### src/rtl/nibble_ser_pkg.sv
// ============================================================================
//  Module  : nibble_ser_pkg
//  Brief   : Shared types, widths and sel-order helpers for nibble_ser_ctrl.
//  Revision: 1.0  initial release
// ============================================================================
`default_nettype none

package nibble_ser_pkg;

    localparam int WORD_W = 4;
    localparam int SEL_W  = 2;

    typedef enum logic [0:0] {
        IDLE  = 1'b0,
        SHIFT = 1'b1
    } state_t;

    function automatic logic [SEL_W-1:0] sel_first(input logic msb_first);
        return {SEL_W{msb_first}};
    endfunction

    // Advance one bit position; 2-bit modulo arithmetic in either direction.
    function automatic logic [SEL_W-1:0] sel_next(input logic [SEL_W-1:0] cur,
                                                  input logic             msb_first);
        return msb_first ? (cur - SEL_W'(1)) : (cur + SEL_W'(1));
    endfunction

endpackage

`default_nettype wire

### src/rtl/nibble_fifo.sv
// ============================================================================
//  Module  : nibble_fifo
//  Brief   : Synchronous word FIFO, power-of-two DEPTH, async active-low reset.
//  Revision: 1.0  initial release
// ============================================================================
`default_nettype none

module nibble_fifo
    import nibble_ser_pkg::*;
#(
    parameter int DEPTH = 2
) (
    input  logic                     clk,
    input  logic                     rstn,
    input  logic                     push,
    input  logic [WORD_W-1:0]        push_data,
    input  logic                     pop,
    output logic [WORD_W-1:0]        pop_data,
    output logic                     full,
    output logic                     empty,
    output logic [$clog2(DEPTH):0]   count
);

    localparam int c_AW = $clog2(DEPTH);
    localparam int c_CW = c_AW + 1;
    localparam logic [c_CW-1:0] c_FULL = c_CW'(DEPTH);

    logic [WORD_W-1:0] r_mem [DEPTH];
    logic [c_AW-1:0]   r_wr_ptr;
    logic [c_AW-1:0]   r_rd_ptr;
    logic [c_CW-1:0]   r_count;

    // Storage is not reset; occupancy is tracked by the pointers and count.
    always_ff @(posedge clk) begin
        if (push) begin
            r_mem[r_wr_ptr] <= push_data;
        end
    end

    always_ff @(posedge clk or negedge rstn) begin
        if (!rstn) begin
            r_wr_ptr <= '0;
            r_rd_ptr <= '0;
            r_count  <= '0;
        end else begin
            if (push) begin
                r_wr_ptr <= r_wr_ptr + c_AW'(1);
            end
            if (pop) begin
                r_rd_ptr <= r_rd_ptr + c_AW'(1);
            end
            if (push && !pop) begin
                r_count <= r_count + c_CW'(1);
            end else if (pop && !push) begin
                r_count <= r_count - c_CW'(1);
            end
        end
    end

    assign pop_data = r_mem[r_rd_ptr];
    assign full     = (r_count == c_FULL);
    assign empty    = (r_count == '0);
    assign count    = r_count;

endmodule

`default_nettype wire

### src/rtl/nibble_ser_ctrl.sv
// ============================================================================
//  Module  : nibble_ser_ctrl
//  Brief   : Buffers 4-bit words and sequences sel/D for a registered 4:1 mux,
//            with q_valid/q_last aligned to the mux output.
//            Optional stall input enabled by NIBBLE_SER_CTRL_STALL_EN.
//  Revision: 1.0  initial release
// ============================================================================
`default_nettype none

module nibble_ser_ctrl
    import nibble_ser_pkg::*;
#(
    parameter int DEPTH     = 2,
    parameter bit MSB_FIRST = 1'b0
) (
    input  logic              clk,
    input  logic              rstn,
    input  logic              in_valid,
    output logic              in_ready,
    input  logic [WORD_W-1:0] in_data,
    output logic [SEL_W-1:0]  sel,
    output logic [WORD_W-1:0] D,
    output logic              q_valid,
    output logic              q_last,
    output logic              busy
`ifdef NIBBLE_SER_CTRL_STALL_EN
    ,
    input  logic              stall
`endif
);

    localparam logic [SEL_W-1:0] c_SEL_FIRST = sel_first(MSB_FIRST);
    localparam logic [1:0]       c_LAST_BIT  = 2'd3;

    state_t                    r_state;
    logic [1:0]                r_bitcnt;
    logic                      w_stall;
    logic                      w_push;
    logic                      w_pop;
    logic                      w_shift_v;
    logic [WORD_W-1:0]         w_fifo_data;
    logic                      w_fifo_full;
    logic                      w_fifo_empty;
    logic [$clog2(DEPTH):0]    w_fifo_count;

`ifdef NIBBLE_SER_CTRL_STALL_EN
    assign w_stall = stall;
`else
    assign w_stall = 1'b0;
`endif

    assign in_ready = !w_fifo_full;
    assign w_push   = in_valid && in_ready;

    // A word is taken either to start from idle or to chain onto the last bit.
    assign w_pop = !w_fifo_empty && !w_stall &&
                   ((r_state == IDLE) || (r_bitcnt == c_LAST_BIT));

    assign w_shift_v = (r_state == SHIFT) && !w_stall;
    assign busy      = (r_state == SHIFT) || (w_fifo_count != '0);

    nibble_fifo #(
        .DEPTH     (DEPTH)
    ) u_fifo (
        .clk       (clk),
        .rstn      (rstn),
        .push      (w_push),
        .push_data (in_data),
        .pop       (w_pop),
        .pop_data  (w_fifo_data),
        .full      (w_fifo_full),
        .empty     (w_fifo_empty),
        .count     (w_fifo_count)
    );

    always_ff @(posedge clk or negedge rstn) begin
        if (!rstn) begin
            r_state  <= IDLE;
            r_bitcnt <= 2'd0;
            sel      <= c_SEL_FIRST;
            D        <= '0;
            q_valid  <= 1'b0;
            q_last   <= 1'b0;
        end else begin
            q_valid <= w_shift_v;
            q_last  <= w_shift_v && (r_bitcnt == c_LAST_BIT);
            case (r_state)
                IDLE: begin
                    if (w_pop) begin
                        D        <= w_fifo_data;
                        sel      <= c_SEL_FIRST;
                        r_bitcnt <= 2'd0;
                        r_state  <= SHIFT;
                    end
                end
                SHIFT: begin
                    if (!w_stall) begin
                        if (r_bitcnt == c_LAST_BIT) begin
                            if (w_pop) begin
                                D        <= w_fifo_data;
                                sel      <= c_SEL_FIRST;
                                r_bitcnt <= 2'd0;
                            end else begin
                                r_state  <= IDLE;
                            end
                        end else begin
                            r_bitcnt <= r_bitcnt + 2'd1;
                            sel      <= sel_next(sel, MSB_FIRST);
                        end
                    end
                end
                default: r_state <= IDLE;
            endcase
        end
    end

endmodule

`default_nettype wire

### config.mk
export PLATFORM = sky130hd
export DESIGN_NAME = nibble_ser_ctrl
export DESIGN_NICKNAME = d
export VERILOG_FILES = /design/src/rtl/nibble_ser_pkg.sv /design/src/rtl/nibble_fifo.sv /design/src/rtl/nibble_ser_ctrl.sv
export SDC_FILE = /design/constraint.sdc
export NUM_CORES = 1
export LEC_CHECK = 0
export ABC_AREA = 1
export BUFFER_PORTS_ARGS = -buffer_cell sky130_fd_sc_hd__buf_2
export CORE_MARGIN = 3
export CORE_UTILIZATION = 52
export DETAILED_ROUTE_END_ITERATION = 8
export PLACE_DENSITY = 0.83
export RECOVER_POWER = 25
export SYNTH_ARGS = -nofsm -noshare
export SYNTH_HDL_FRONTEND = slang
export SYNTH_SLANG_ARGS = --single-unit
### constraint.sdc
create_clock -name clk -period 1.7 [get_ports clk]
set_input_delay 0.34 -clock clk [delete_from_list [all_inputs] [get_ports clk]]
set_output_delay 0.34 -clock clk [all_outputs]
set_load 0.02 [all_outputs]
==> metrics.md <==
| Metric | Value |
|---|---|
| Result of the run | `finished, final reports clean` |
| Commonest non-fill, non-tap cell in the layout | `sky130_fd_sc_hd__nand2_1` |
| Total wire length | `about 1600 um` |
| Largest cells by area after synthesis | `sky130_fd_sc_hd__dfrtp_1 (40%), sky130_fd_sc_hd__edfxtp_1 (25%), sky130_fd_sc_hd__nand2_1 (14%)` |
| Clock Latency Late Sink | `roughly 0.30 ns` |
| GRT Resource Usage Total | `about 16%` |
| Die height | `48.65 um` |
| Remaining antenna violation count | `0` |
| Synth Warn # | `0` |
| Post-layout net count | `125` |
| Clock Sink Count | `23` |
| Signal arrival time at the worst endpoint | `about 1.3 ns` |
| Area growth from synthesis to final layout | `16.01%` |
| Maximum fanout along the worst path | `4` |
| Worst-Margin Slew | `between 0.7 and 0.8 ns` |
| Core footprint | `around 0.0016 mm2` |
| Standard-cell rows | `14` |
| Cell Count, Final, Fillers Out | `between 100 and 150` |
| Final worst clock skew | `~0.0015 ns` |
| Design Power | `around 0.0022 W` |
| Leak Pwr | `about 0.55 nW` |
| IR drop worst, VDD | `around 1.1 mV` |
| Final critical-path share of the clock period | `94.88%` |
| Area share of the largest cell type after synthesis | `between 30% and 40%` |
| Distinct cell type count after synthesis | `17` |
| Number of vias after detailed routing | `approximately 670` |
| Data required time of the worst path | `1.36 ns` |
| Initial core utilization | `about three fifths` |
| Gp weighted congestion | `around 0.76` |
| Worst hold path type | `in -> reg` |
| First-pass iteration count of the detailed router | `4` |
| Count of input and output buffers | `16` |
| Die span in x | `between 40 and 50 um` |
| Final Worst Setup Slack | `0.08703 ns` |
| Buffers from clock root to sink, at most | `2` |
| Power density of the placed cells | `1977 mW/mm2` |
| Endpoint of the worst-slack reg-to-reg timing path | `u_fifo.count[1]$_DFFE_PN0P_` |
| Number of violations reported at the end of detailed-routing iteration 0 | `20` |
| CP Launch Type | `flop` |
| CP Capture Type | `primary output` |
| Largest net degree at the start of global routing | `16` |
| Worst flop-to-flop path startpoint | `r_bitcnt[0]$_DFF_PN0_` |
| Proportion of synthesized chip area in sequential cells | `65.08%` |
| Most used cells in the layout excluding fill and tap cells | `sky130_fd_sc_hd__nand2_1 (36), sky130_fd_sc_hd__dfrtp_1 (14), sky130_fd_sc_hd__buf_2 (13)` |
| DR WL/cell | `between 10 and 15 um` |
| Antenna Cells | `0` |
| Buffer type at the clock tree root | `sky130_fd_sc_hd__clkbuf_4` |
| Total clock buffers created by CTS | `3` |
| Summed instance area of the synthesized netlist | `945.9 um2` |
| Synth area leader | `sky130_fd_sc_hd__dfrtp_1` |
| Hold Crit Endpoint | `u_fifo.r_mem[1][3]$_DFFE_PP_` |
| Maximum level of the CTS H-tree | `1` |
| Cell count after placement | `around 130` |
| Ports | `17` |
| Final max-slew violation count | `0` |
| Remaining global-route overflow | `0` |
| Clock slew at reported path FFs | `around 0.12 ns` |
| FF+latch count, synth | `23` |
| Number of global-route vias before repair | `about 650` |
| Number of failing hold endpoints at the final stage | `0` |
| RSZ-0062 raised after global routing | `false` |
| DRC viols | `0` |
| Post-synthesis cell count | `93` |
| Number of nets produced by synthesis | `slightly above 100` |
| Final Setup Violations | `0` |
| Hold path start | `in_data[3]` |
| Setup TNS | `0 ns` |
| TritonCTS clock tree | `done` |
| Number of cells traversed by the worst hold path | `1` |
| Worst slew slack as a fraction of its limit | `between 40% and 50%` |
| Initial antenna violation count | `0` |
| Depth of the worst register-to-register path | `9` |
| Worst setup path category | `reg -> out` |
| Hold_ws | `~0.21 ns` |
| Average via count per standard cell | `approximately 4.8` |
| Share of cells above drive strength 1 | `around a quarter` |
| First-pass GRT wire length | `~2800 um` |
| Pre-CTS setup slack | `roughly 0.11 ns` |
| Max-cap violation count | `0` |
| Launching element of the worst setup path | `u_fifo.count[0]$_DFFE_PN0P_` |
| Maximum achievable frequency | `roughly 0.62 GHz` |
| Total Die Area | `approximately 0.0024 mm2` |
| Post-DP HPWL | `1196 um` |
| Syn_area_per_cell | `between 10 and 15 um2` |
| Flop-to-flop setup slack | `roughly 0.11 ns` |
| Clock period minus final worst setup slack | `~1.6 ns` |
[synth_stat cells]
cell type and number:
sky130_fd_sc_hd__inv_2 3, sky130_fd_sc_hd__xnor2_1 1, sky130_fd_sc_hd__ha_1 2, sky130_fd_sc_hd__inv_4 1
sky130_fd_sc_hd__nand4_1 1, sky130_fd_sc_hd__nand3_1 4, sky130_fd_sc_hd__xor2_1 1, sky130_fd_sc_hd__nand2_1 36
sky130_fd_sc_hd__a21oi_1 2, sky130_fd_sc_hd__nand2_2 3, sky130_fd_sc_hd__nor2_1 5, sky130_fd_sc_hd__or2_1 1
sky130_fd_sc_hd__edfxtp_1 8, sky130_fd_sc_hd__dfrtp_1 15, sky130_fd_sc_hd__or2_0 1, sky130_fd_sc_hd__inv_1 7
sky130_fd_sc_hd__nand2_4 2
[per-stage QoR]
stage	instance area, um2	utilization (%)
final	1097	68.09
after CTS	1092	67.78
after global placement	1056	65.53
after detailed placement	1056	65.53
after floorplan	945.9	-
after global routing	1097	68.09
[worst max-delay path, stage by stage, from the launching register on]
cell	delay, ns
sky130_fd_sc_hd__dfrtp_1	0.44
sky130_fd_sc_hd__inv_2	0.12
sky130_fd_sc_hd__nand2_4	0.06
sky130_fd_sc_hd__or2_1	0.20
sky130_fd_sc_hd__buf_2	0.16
[per-layer routing]
metal	wire [um]	share of wire, %	up-vias	track usage (%)
met4	40	2.5	0	9.953
met1	689	43	304	20.16
met3	91	5.7	4	2.761
met5	0	0	-	0
met2	762	48	25	25.79
li1	-	-	336	-
[state kept, by name (all words and copies together) (netlist names)]
signal	flops
u_fifo.count	2
u_fifo.r_mem	8
D	4
q_last	1
r_state	1
u_fifo.r_rd_ptr	1
q_valid	1
r_bitcnt	2
u_fifo.r_wr_ptr	1
sel	2
[kinds of logic (layout without fill, tap and decap cells)]
| family | count (synthesis) | count (layout) | share of synthesized area (%) |
|---|---|---|---|
| adder cells (fa/ha/maj) | 2 | 2 | 2.645 |
| AND/OR/NAND/NOR | 53 | 53 | 24.74 |
| flip-flops | 23 | 23 | 65.08 |
| buffers and inverters | 11 | 33 | 4.630 |
| AO/OA/AOI/OAI | 2 | 2 | 1.058 |
| XOR/XNOR | 2 | 2 | 1.852 |
[final cells by class]
cell class,instances,area [um2]
Sequential cell,23,616.8
Multi-Input combinational cell,59,286.5
Inverter,11,43.79
Fill cell,139,514.2
Timing Repair Buffer,18,93.84
Clock buffer,4,26.28
Tap cell,24,30.03
[what timing repair did]
| action | 4_1_cts | 5_1_grt |
|---|---|---|
| gates resized for setup | 0 | 1 |
| hold buffers | 1 | 0 |
| endpoints found under the hold margin | 15 | 0 |
| setup buffers | 0 | 1 |
| setup endpoints to repair | 0 | 2 |
[worst max path at each step]
stage                                             end  depth (start not counted)
after floorplan           u_fifo.count[1]$_DFFE_PN0P_                          9
after global placement    u_fifo.count[1]$_DFFE_PN0P_                          9
after global routing                             busy                          4
after CTS                                        busy                          4
final                                            busy                          4
after detailed placement  u_fifo.count[1]$_DFFE_PN0P_                          9
[where the power goes]
part           internal (W)  switching [W]
clock             0.0000916       0.000154
sequential         0.000806       0.000139
combinational      0.000347       0.000633
Note: power is estimated with default switching activity, not from simulation.
